### src/rtl/scan_mux.sv
// rtl/scan_mux.sv - multi-channel grey-code digit scanner with snapshot, hold, blanking and error flag
// Shows one channel's digits MSB first, then a DP marker, each for P_DWELL+1 clocks.

module scan_mux #(
  parameter int P_CHANNELS = 16,
  parameter int P_DIGITS   = 3,
  parameter int P_DWELL    = 20000,
  parameter int P_SEL_W    = 5
) (
  input  logic                               i_clk,
  input  logic                               i_rst_n,
  input  logic [P_CHANNELS*P_DIGITS*5-1:0]   i_data,
  input  logic [P_SEL_W-1:0]                 i_sel,
  input  logic                               i_hold,
  input  logic                               i_lzb,
  output logic [4:0]                         o_code,
  output logic [$clog2(P_DIGITS+1)-1:0]      o_digit,
  output logic                               o_frame,
  output logic                               o_err
);

  localparam int DW = $clog2(P_DIGITS + 1);
  localparam int CW = (P_DWELL > 0) ? $clog2(P_DWELL + 1) : 1;
  localparam int SW = P_DIGITS * 5;

  localparam logic [CW-1:0] DWELL_MAX = CW'(P_DWELL);
  localparam logic [DW-1:0] LAST_POS  = DW'(P_DIGITS - 1);
  localparam logic [DW-1:0] DP_POS    = DW'(P_DIGITS);

  localparam logic [4:0] C_ZERO  = 5'b10001;
  localparam logic [4:0] C_ONE   = 5'b00001;
  localparam logic [4:0] C_TWO   = 5'b00011;
  localparam logic [4:0] C_THREE = 5'b00010;
  localparam logic [4:0] C_FOUR  = 5'b00110;
  localparam logic [4:0] C_FIVE  = 5'b00100;
  localparam logic [4:0] C_SIX   = 5'b01100;
  localparam logic [4:0] C_SEVEN = 5'b01000;
  localparam logic [4:0] C_EIGHT = 5'b11000;
  localparam logic [4:0] C_NINE  = 5'b10000;
  localparam logic [4:0] C_DP    = 5'b10101;
  localparam logic [4:0] C_BLANK = 5'b00000;

  typedef enum logic [1:0] {S_START, S_DIG, S_DP} state_t;

  function automatic logic [4:0] code_of(input int d);
    case (d)
      0:       return C_ZERO;
      1:       return C_ONE;
      2:       return C_TWO;
      3:       return C_THREE;
      4:       return C_FOUR;
      5:       return C_FIVE;
      6:       return C_SIX;
      7:       return C_SEVEN;
      8:       return C_EIGHT;
      9:       return C_NINE;
      default: return C_BLANK;
    endcase
  endfunction

  function automatic logic is_digit(input logic [4:0] c);
    case (c)
      C_ZERO, C_ONE, C_TWO, C_THREE, C_FOUR,
      C_FIVE, C_SIX, C_SEVEN, C_EIGHT, C_NINE: return 1'b1;
      default:                                return 1'b0;
    endcase
  endfunction

  // Leading-zero blanking looks at digits 0..k; the last digit always shows.
  function automatic logic [4:0] disp(input logic [SW-1:0] s, input int k, input logic lzb);
    logic       lead;
    logic [4:0] c;
    lead = 1'b1;
    for (int j = 0; j < P_DIGITS; j++)
      if (j <= k && s[j*5 +: 5] != C_ZERO) lead = 1'b0;
    c = s[k*5 +: 5];
    if (!is_digit(c)) return C_BLANK;
    if (lzb && k < P_DIGITS - 1 && lead) return C_BLANK;
    return c;
  endfunction

  logic [7:0]    rst_sr;
  logic          int_rst;
  state_t        state, state_nx;
  logic [CW-1:0] cnt, cnt_nx;
  logic [SW-1:0] snap, snap_nx, chan, errpat;
  logic [4:0]    code_nx;
  logic [DW-1:0] digit_nx;
  logic          frame_nx, err_nx, tick, sel_ok, bad;

  assign int_rst = rst_sr[7];
  assign tick    = (cnt == DWELL_MAX);

  always_ff @(posedge i_clk or negedge i_rst_n) begin
    if (!i_rst_n) rst_sr <= '1;
    else          rst_sr <= {rst_sr[6:0], 1'b0};
  end

  always_comb begin
    state_nx = state;
    cnt_nx   = tick ? '0 : cnt + CW'(1);
    snap_nx  = snap;
    code_nx  = o_code;
    digit_nx = o_digit;
    frame_nx = 1'b0;
    err_nx   = o_err;
    chan     = '0;
    sel_ok   = 1'b0;
    bad      = 1'b0;
    errpat   = '0;
    for (int c = 0; c < P_CHANNELS; c++) begin
      if (i_sel == P_SEL_W'(c)) begin
        chan   = i_data[c*SW +: SW];
        sel_ok = 1'b1;
      end
    end
    for (int k = 0; k < P_DIGITS; k++) errpat[k*5 +: 5] = code_of((4 + k) % 10);

    if (tick) begin
      case (state)
        S_START, S_DP: begin
          if (state == S_START || !i_hold) begin
            snap_nx = sel_ok ? chan : errpat;
            for (int k = 0; k < P_DIGITS; k++)
              if (!is_digit(snap_nx[k*5 +: 5])) bad = 1'b1;
            err_nx = bad;
          end
          state_nx = S_DIG;
          digit_nx = '0;
          code_nx  = disp(snap_nx, 0, i_lzb);
        end
        S_DIG: begin
          if (o_digit == LAST_POS) begin
            state_nx = S_DP;
            digit_nx = DP_POS;
            code_nx  = C_DP;
            frame_nx = 1'b1;
          end else begin
            digit_nx = o_digit + DW'(1);
            code_nx  = disp(snap_nx, int'(o_digit) + 1, i_lzb);
          end
        end
        default: state_nx = S_START;
      endcase
    end
  end

  always_ff @(posedge i_clk or negedge i_rst_n) begin
    if (!i_rst_n) begin
      state   <= S_START;
      cnt     <= '0;
      snap    <= '0;
      o_code  <= C_BLANK;
      o_digit <= '0;
      o_frame <= 1'b0;
      o_err   <= 1'b0;
    end else if (int_rst) begin
      state   <= S_START;
      cnt     <= '0;
      snap    <= '0;
      o_code  <= C_BLANK;
      o_digit <= '0;
      o_frame <= 1'b0;
      o_err   <= 1'b0;
    end else begin
      state   <= state_nx;
      cnt     <= cnt_nx;
      snap    <= snap_nx;
      o_code  <= code_nx;
      o_digit <= digit_nx;
      o_frame <= frame_nx;
      o_err   <= err_nx;
    end
  end

endmodule

### config.mk
export PLATFORM = sky130hd
export DESIGN_NAME = scan_mux
export DESIGN_NICKNAME = d
export VERILOG_FILES = /design/src/rtl/scan_mux.sv
export SDC_FILE = /design/constraint.sdc
export NUM_CORES = 1
export LEC_CHECK = 0
export CORE_MARGIN = 4
export CORE_UTILIZATION = 38
export CTS_BUF_LIST = sky130_fd_sc_hd__clkbuf_16
export CTS_CLUSTER_DIAMETER = 150
export DETAILED_ROUTE_END_ITERATION = 12
export GPL_TIMING_DRIVEN = 0
export PLACE_DENSITY = 0.78
export SYNTH_ARGS = -nofsm -noshare
export SYNTH_HDL_FRONTEND = slang
export SYNTH_SLANG_ARGS = --single-unit
### constraint.sdc
create_clock -name i_clk -period 2.6 [get_ports i_clk]
set_clock_uncertainty 0.05 [all_clocks]
set_input_delay 0.52 -clock i_clk [delete_from_list [all_inputs] [get_ports i_clk]]
set_output_delay 0.52 -clock i_clk [all_outputs]
set_load 0.005 [all_outputs]
==> summary.txt, run 1 <==
Run status
  – Outcome: complete, but fails checks
  – Failing checks: setup timing

Route
  – Antenna Nets Post-Route: 0
  – Iter 0 DRT Violations: 1368
  – Drt drc: 0
  – Initial DRT Pass Iterations: 7
  – DR WL/cell: 29.0 um
  – Vias/cell: 6.72
  – Routed wire length: 35700 um
  – DR vias: 8277

Global routing
  – Vias in the first global route: 8036
  – Largest net degree at the start of global routing: 41
  – Gr usage total: 0.411
  – Overflow after GRT: 0
  – First-pass GRT wire length: 50300 um
  – Initial antenna violation count: 7

Yosys
  – Post-synth cell types: 86
  – Asr flop ratio synth: 1.00
  – Synth Net Count: 974
  – Multiplexer share of the synthesized area: 0.0593
  – Main combinational cell family by area after synthesis: compound AO/OA/AOI/OAI gates
  – Synthesized-area fraction occupied by and/or/nand/nor cells: 0.282
  – Number of flops mapped to enable cells by yosys: 0
  – Xor/xnor share of the synthesized area: 0.0208
  – Synthesized flop and latch total: 49
  – Mean post-synth cell area: 7.58 um2
  – Ys flop type: dfrtp_1
  – Adder-cell share of the synthesized area: 0.00916
  – Cells after Synth: 721
  – Yosys Warn Count: 0
  – Mapped cell area: 5470 um2
  – Register area share after synthesis: 0.226
  – Compound-cell area share of the yosys netlist: 0.335

STA
  – Fin crit share: 1.11
  – Setup_tns: -1180 ps
  – Final Critical Period: 2890 ps
  – Hold Vio Cnt, Final: 0
  – Least-Margin Pin Slew: 1290 ps
  – Fin worst setup slack: -288 ps
  – Slew Limit Fails: 0
  – Setup-failing EPs final: 8
  – Slew headroom: 0.132
  – RSZ-0062 raised after global routing: true
  – Max frequency: 346 MHz

Power and ir drop
  – Clock Power Share: 0.255
  – Switching share of power: 0.322
  – Net switching power: 0.914 mW
  – Total power: 2.84 mW
  – Power Density: 282 nW/um2
  – Worst vdd ir: 262 uV
  – LEAKAGE: 3.92 nW
  – Pint: 1.93 mW
  – Logic pwr share: 0.468
  – Sequential share of power: 0.277

Critical path
  – Cell mode on critical path: buf_4
  – Worst path required time: 2710 ps
  – Critical Path Start Type: primary input
  – Critical path's largest stage delay: 410 ps
  – Crit-path slowest cell: a211oi_1
  – CP delay by family, top: compound AO/OA/AOI/OAI gates
  – Crit path kind: primary input to flop
  – Worst Path Buf+Inv: 4
  – Crit-path cells: buf_12, buf_4, buf_6, buf_4, nand3b_1, a21oi_1, a211oi_1, o211a_1, o21ai_4, nor2_2, o2111ai_2, nor4bb_2, a32oi_1
  – Maximum fanout along the worst path: 10
  – WP data arrival: 3000 ps
  – Crit end category: flop

Placed design
  – Placement Setup Slack: -1790 ps
  – Port Buffer Count: 257
  – RePlAce Congestion: 1.05
  – Number of placed instances, taps included: 1159
  – DPL Wire Length: 26600 um

Clock tree
  – Clock Latency Late Sink: 290 ps
  – TritonCTS buffer count: 5
  – Clk buf depth: 2
  – Clk sinks: 49
  – CTS tree: built
  – CTS H-Tree Depth: 2
  – Clock-pin slew on the worst setup and hold paths: 60 ps
  – CTS Hold Bufs: 0
  – Clk root buf: clkbuf_16

Min path
  – Worst Hold Class: primary input to async pin

Die
  – Ports: 258
  – Die H: 128 um
  – Die ar.: 16400 um2
  – Die Span X: 128 um
  – Placeable Area: 14000 um2
  – Starting Density: 0.391
  – Row cnt: 43

Final layout
  – Util after Layout: 0.719
  – Proportion of layout cells with a drive suffix above 1: 0.264
  – Nets: 1296
  – Synth-to-Final Area Change: 84.1%
  – Finished Layout Cells: 1231

Job
  – Max_cap viols: 0
metal layers:
| layer | global-route usage | wire, um | up-vias |
|---|---|---|---|
| li1 | - | - | 3393 |
| met1 | 0.520 | 12700 | 3888 |
| met2 | 0.634 | 15500 | 787 |
| met3 | 0.118 | 4840 | 209 |
| met4 | 0.220 | 2670 | 0 |
| met5 | 0 | 0 | - |
timing repair:
action / CTS / global route
setup buffers: 42 / 17
pin swaps: 43 / 32
resized for setup: 239 / 59
gates cloned: 3 / 1
endpoints found under the hold margin: 0 / 0
setup endpoints to repair: 31 / 35
synth_stat cells (15+ instances only):
cell type / instances / share of area
buf_2: 23 / 0.021
a21oi_1: 63 / 0.058
nor2b_1: 17 / 0.019
clkbuf_1: 22 / 0.015
nand3_1: 17 / 0.016
nand2b_1: 16 / 0.018
nor2_1: 83 / 0.057
nand2_1: 46 / 0.032
inv_1: 15 / 0.010
mux2i_1: 15 / 0.027
nor3_1: 20 / 0.018
dfrtp_1: 41 / 0.19
o21ai_0: 46 / 0.042
cells by family after synthesis:
logic type | Yosys count
other | 1
AOI/OAI and AO/OA | 267
adders and majority gates | 4
DFF | 49
muxes | 30
buffers and inverters | 73
xor gates and xnor gates | 13
and+or+nand+nor | 284
power groups by stage:
stage,Combinational (mW),Sequential [mW],Clock [mW]
after floorplan,0.389,0.796,0
after global placement,0.994,0.798,0
after detailed placement,0.993,0.798,0
after CTS,1.20,0.785,0.737
after global routing,1.36,0.787,0.766
final,1.33,0.786,0.726
final timing paths:
path                                            end            startpoint  slack, ps  depth (start not counted)
worst max-delay path              o_err$_DFFE_PN0P_              i_sel[2]       -290                         13
worst min-delay path               cnt[2]$_DFF_PN0_               i_rst_n         40                          1
worst max register to register    o_err$_DFFE_PN0P_  state[1]$_DFFE_PN0P_       -200                          7
worst min register to register  rst_sr[4]$_DFF_PN1_   rst_sr[3]$_DFF_PN1_        310                          0
max in group asynchronous       rst_sr[0]$_DFF_PN1_               i_rst_n       1920                          2
min in group i_clk              rst_sr[4]$_DFF_PN1_   rst_sr[3]$_DFF_PN1_        310                          0
sequential cells by signal (all words and copies together), names as in the netlist:
name	cells
o_frame	1
snap	15
o_digit	2
state	2
o_code	5
o_err	1
rst_sr	8
cnt	15
final cells by class:
class | instances | area [um2]
fillers | 1070 | 3930
clock buffers | 5 | 125
inverters | 16 | 62.6
well taps | 180 | 225
clock inverters | 3 | 41.3
repair buffers | 321 | 3190
flip-flops and latches | 49 | 1240
plain buffers | 51 | 538
multi-input cells | 599 | 4630
diodes | 7 | 17.5
metrics by stage:
stage | instance area [um2] | hold WS [ps]
after floorplan | 5500 | 174
after global placement | 8300 | 296
after detailed placement | 8310 | 297
after CTS | 9650 | 39.1
after global routing | 10100 | 46.8
final | 10100 | 35.9
layout by cell type (no fill, tap or decap), types with 9 or more instances in the layout:
cell type / instances
nand2b_1: 13
clkdlybuf4s50_1: 251
nor2_1: 67
a22oi_1: 12
dfrtp_1: 41
nor2b_1: 11
nand3_1: 14
a22o_1: 10
o21ai_1: 12
nor3_1: 15
buf_4: 56
mux2i_1: 15
nand3b_1: 9
inv_1: 15
nand2_1: 41
mux2_2: 10
a21oi_1: 48
a31oi_1: 13
buf_2: 10
nor2_2: 10
buf_6: 15
a21oi_2: 11
nor2_4: 10
buf_8: 10
o22ai_1: 9
o21ai_0: 32
and3_1: 10
buf_12: 12
Power figures use the tool's default switching activity.
==> run 2, diff against run 1 <==
CORE_MARGIN = 2   (was 4)
==> summary.txt, run 2 (synthesis gave the netlist of run 1 again) <==
STA
  – Least-Margin Pin Slew: 773 ps
  – Max frequency: 344 MHz
  – Hold WS: 25.9 ps
  – Fin crit share: 1.12
  – Final Critical Period: 2910 ps
  – RSZ-0062 raised after global routing: true
  – Hold Vio Cnt, Final: 0
  – Slew headroom: 0.485
  – Setup-failing EPs final: 9
  – Fin worst setup slack: -307 ps
  – Slew Limit Fails: 0

Power and ir drop
  – Total power: 2.72 mW
  – Power Density: 279 nW/um2
  – LEAKAGE: 3.75 nW
  – Worst vdd ir: 257 uV

Final layout
  – Proportion of layout cells with a drive suffix above 1: 0.246
  – Filler cell count in the final layout: 1157
  – Multi-input logic area: 4500 um2
  – Highest-count cells in the layout ignoring fill and taps: clkdlybuf4s50_1 (251), nor2_1 (71), a21oi_1 (49)
  – Synth-to-Final Area Change: 78.1%
  – Top flop regs: cnt (15), snap (15), rst_sr (8)
  – Register area: 1240 um2
  – Finished Layout Cells: 1212
  – Nets: 1282
  – Most common cell after layout, fill and taps aside: clkdlybuf4s50_1

Placed design
  – Number of placed instances, taps included: 1159
  – RePlAce Congestion: 1.07
  – Placement Setup Slack: -1780 ps
  – DPL Wire Length: 27000 um
  – Port Buffer Count: 257

Critical path
  – Crit-path cells: buf_12, buf_8, or3b_4, nor2_4, a222oi_1, a31oi_1, o21ai_1, a22oi_2, a222oi_1, nor4bb_2, a32oi_1
  – Crit end category: flop
  – Crit path kind: primary input to flop
  – Maximum fanout along the worst path: 7
  – WP data arrival: 3030 ps
  – Critical Path Start Type: primary input
  – Worst Path Buf+Inv: 2
  – CP delay by family, top: compound AO/OA/AOI/OAI gates
  – Crit-path slowest cell: a222oi_1
  – Worst path required time: 2720 ps
  – Critical path's largest stage delay: 630 ps
  – Cell mode on critical path: a222oi_1

Global routing
  – Vias in the first global route: 7767
  – Initial antenna violation count: 2
  – First-pass GRT wire length: 48900 um
  – Largest net degree at the start of global routing: 41
  – Overflow after GRT: 0
  – Gr usage total: 0.447

Route
  – Antenna Nets Post-Route: 0
  – Iter 0 DRT Violations: 1293
  – DR top layer: met4
  – Met2 routed WL: 15000 um
  – Initial DRT Pass Iterations: 6
  – Drt drc: 0
  – DR vias: 7986
  – M1 WL: 13000 um
  – DR WL/cell: 29.1 um
  – Routed wire length: 35300 um
  – Vias/cell: 6.59
  – Met3 wire length: 4680 um

Die
  – Ports: 258
  – Die H: 124 um
  – Row cnt: 43
  – Die ar.: 15400 um2
  – Placeable Area: 14000 um2
  – Die Span X: 124 um
  – Starting Density: 0.391

Clock tree
  – Clock-pin slew on the worst setup and hold paths: 70 ps
  – CTS Hold Bufs: 0
  – TritonCTS buffer count: 5
  – Clk sinks: 49
  – Clk root buf: clkbuf_16
  – Clock Latency Late Sink: 300 ps
  – CTS H-Tree Depth: 2
  – Clk buf depth: 2
  – CTS tree: built

Job
  – Max_cap viols: 0

Min path
  – Worst Hold Class: primary input to async pin

Run status
  – Failing checks: setup timing
  – Outcome: complete, but fails checks
## run 2: changes by cell type in the layout (fill, tap and decap cells not counted), sizes merged
cell / delta
diode: -5
clkinvlp: -1
clkbuf: +4
inv: +2
bufinv: -1
buf: -18
## run 2: worst reg2reg max path, stage by stage, from the launching register on
cell	delay [ps]
dfrtp_2	450
or4b_1	530
nor4_2	150
nand4_1	180
buf_6	180
nor2_4	110
a21oi_1	100
nand2_1	160
o2111ai_1	150
nor4bb_2	300
a32oi_1	140
## run 2: repair_timing
action                                  in CTS  in global routing
endpoints found under the setup margin      31                 36
buffers inserted                            29                 16
pin swaps                                   32                 41
gates cloned                                 3                  2
endpoints found under the hold margin        0                  0
gates resized for setup                    170                 90
## run 2: metal layers
metal | GRT usage | vias to the layer above
met3 | 0.106 | 174
met1 | 0.573 | 3694
met4 | 0.275 | 0
met5 | 0 | -
li1 | - | 3371
met2 | 0.678 | 747
## run 2: metrics by stage
stage	area, um2	setup TNS, ps	util
floorplan	5500	-73.0	-
global placement	8300	-44000	0.593
detailed placement	8320	-27750	0.595
CTS	9240	-874	0.660
global route	9740	-1110	0.696
finish	9740	-773	0.696
## run 2: final timing paths
check,from,to,slack [ps],cells past startpoint
worst max-delay path,i_sel[0],o_err$_DFFE_PN0P_,-310,11
worst min-delay path,i_rst_n,cnt[7]$_DFF_PN0_,30,1
worst max register to register,cnt[6]$_DFF_PN0_,o_err$_DFFE_PN0P_,-30,10
worst min register to register,rst_sr[5]$_DFF_PN1_,rst_sr[6]$_DFF_PN1_,310,0
max in group asynchronous,i_rst_n,rst_sr[3]$_DFF_PN1_,1910,2
min in group i_clk,rst_sr[5]$_DFF_PN1_,rst_sr[6]$_DFF_PN1_,310,0
## run 2: area by class of cell
cell class	count	share of cell area
Clock buffer	5	0.0129
Tap cell	180	0.0231
Antenna cell	2	0.000514
Multi-Input combinational cell	599	0.462
Timing Repair Buffer	307	0.318
Buffer	51	0.0485
Sequential cell	49	0.127
Inverter	16	0.00643
Clock inverter	3	0.00180
## run 2: report_power, final
group / internal, mW / switching [mW] / total (mW)
combinational: 0.667 / 0.607 / 1.27
sequential: 0.777 / 0.00912 / 0.786
clock: 0.356 / 0.304 / 0.660
total: 1.80 / 0.921 / 2.72
==> run 3, diff against run 2 <==
SKIP_CTS_REPAIR_TIMING = 1   (was unset)
==> summary.txt, run 3 (synthesis gave the netlist of run 1 again) <==
Route
  – Vias/cell: 6.56
  – Drt drc: 0
  – Antenna Nets Post-Route: 0
  – DR WL/cell: 28.6 um
  – Initial DRT Pass Iterations: 6
  – DR vias: 7968
  – Iter 0 DRT Violations: 1170
  – Routed wire length: 34800 um

Die
  – Die Span X: 124 um
  – Die H: 124 um
  – Row cnt: 43
  – Starting Density: 0.391
  – Placeable Area: 14000 um2
  – Ports: 258
  – Die ar.: 15400 um2

Critical path
  – Crit end category: flop
  – Crit path kind: primary input to flop
  – FF-to-FF path depth: 10
  – Worst path required time: 2710 ps
  – WP data arrival: 3030 ps
  – Cell mode on critical path: a222oi_1
  – Critical path's largest stage delay: 610 ps
  – CP delay by family, top: compound AO/OA/AOI/OAI gates
  – Crit-path cells: buf_12, buf_8, or3b_4, nor2_4, a222oi_1, a31oi_1, o21ai_1, a22oi_2, a222oi_1, nor4bb_2, a32oi_1
  – Maximum fanout along the worst path: 7
  – Reg-to-reg endpoint: o_err$_DFFE_PN0P_
  – Critical Path Start Type: primary input
  – R2R setup slack: -170 ps
  – Worst Path Buf+Inv: 2
  – Crit-path slowest cell: a222oi_1
  – FF-to-FF Start: cnt[6]$_DFF_PN0_

Global routing
  – Vias in the first global route: 7486
  – Overflow after GRT: 0
  – Gr usage total: 0.430
  – Largest net degree at the start of global routing: 41
  – Initial antenna violation count: 2
  – First-pass GRT wire length: 46900 um

Placed design
  – DPL Wire Length: 27000 um
  – RePlAce Congestion: 1.07
  – Number of placed instances, taps included: 1159
  – Placement Setup Slack: -1780 ps
  – Placed inst area: 8320 um2
  – Port Buffer Count: 257

Final layout
  – Register area: 1240 um2
  – Most common cell after layout, fill and taps aside: clkdlybuf4s50_1
  – Highest-count cells in the layout ignoring fill and taps: clkdlybuf4s50_1 (251), nor2_1 (73), a21oi_1 (51)
  – Synth-to-Final Area Change: 77.2%
  – Design Area, Final: 9690 um2
  – Nets: 1284
  – Util after Layout: 0.692
  – Filler cell count in the final layout: 1158
  – Finished Layout Cells: 1214
  – Multi-input logic area: 4480 um2
  – Proportion of layout cells with a drive suffix above 1: 0.234
  – Top flop regs: cnt (15), snap (15), rst_sr (8)

Min path
  – Worst Hold Class: primary input to async pin

Run status
  – Failing checks: setup timing
  – Outcome: complete, but fails checks

STA
  – Slew headroom: 0.175
  – Hold Vio Cnt, Final: 0
  – Hold WS: 27.5 ps
  – Fin crit share: 1.12
  – Max frequency: 342 MHz
  – Least-Margin Pin Slew: 1230 ps
  – Fin worst setup slack: -320 ps
  – RSZ-0062 raised after global routing: true
  – Final Critical Period: 2920 ps
  – Setup-failing EPs final: 10
  – Slew Limit Fails: 0
  – Setup_tns: -1790 ps

Clock tree
  – Clock Latency Late Sink: 300 ps
  – TritonCTS buffer count: 5
  – CTS tree: built
  – CTS H-Tree Depth: 2
  – Clk buf depth: 2
  – Clk sinks: 49
  – Clk root buf: clkbuf_16
  – Clock-pin slew on the worst setup and hold paths: 70 ps

Power and ir drop
  – LEAKAGE: 3.75 nW
  – Pint: 1.79 mW
  – Switching share of power: 0.336
  – Worst vdd ir: 253 uV
  – Power Density: 279 nW/um2
  – Total power: 2.70 mW
  – Net switching power: 0.906 mW
  – Clock Power Share: 0.242
  – Logic pwr share: 0.466
  – Sequential share of power: 0.291

Job
  – Max_cap viols: 0
run 3: cell types whose count changed in the layout (fill, tap and decap cells not counted), moves of 3 or more:
cell      before  now
buf_4         46   49
o21ai_1        9   12
a221oi_2       8    4
a21oi_4        4    1
clkbuf_8       3    0
nand2_2        6    3
a221oi_4       0    3
clkbuf_4       5    9
run 3: layout make-up:
type | count | area share
Buffer | 55 | 0.0519
Timing Repair Buffer | 305 | 0.313
Multi-Input combinational cell | 599 | 0.462
Sequential cell | 49 | 0.128
Tap cell | 180 | 0.0233
Antenna cell | 2 | 0.000517
Clock inverter | 3 | 0.00181
Clock buffer | 5 | 0.0129
Inverter | 16 | 0.00646
run 3: power by group through the flow:
stage	combinational (mW)	sequential [mW]	clock, mW
after CTS	1.01	0.785	0.659
after global routing	1.29	0.787	0.693
final	1.26	0.786	0.654
after floorplan	0.389	0.796	0
after detailed placement	1.00	0.799	0
after global placement	1.00	0.798	0
run 3: routing by layer:
layer,share of wire,global-route usage,vias up
met4,0.074,0.251,0
met3,0.12,0.104,164
met1,0.37,0.556,3752
li1,-,-,3370
met2,0.43,0.653,682
met5,0,0,-
run 3: worst max path at each step:
stage | from | to | slack [ps] | depth (start not counted)
after global placement | i_sel[0] | o_err$_DFFE_PN0P_ | -1860 | 12
after CTS | i_sel[0] | o_code[3]$_DFFE_PN0P_ | -1470 | 11
after floorplan | i_sel[3] | o_err$_DFFE_PN0P_ | -70 | 10
final | i_sel[0] | o_err$_DFFE_PN0P_ | -320 | 11
after detailed placement | i_sel[0] | o_code[3]$_DFFE_PN0P_ | -1780 | 11
after global routing | cnt[6]$_DFF_PN0_ | o_err$_DFFE_PN0P_ | -400 | 10
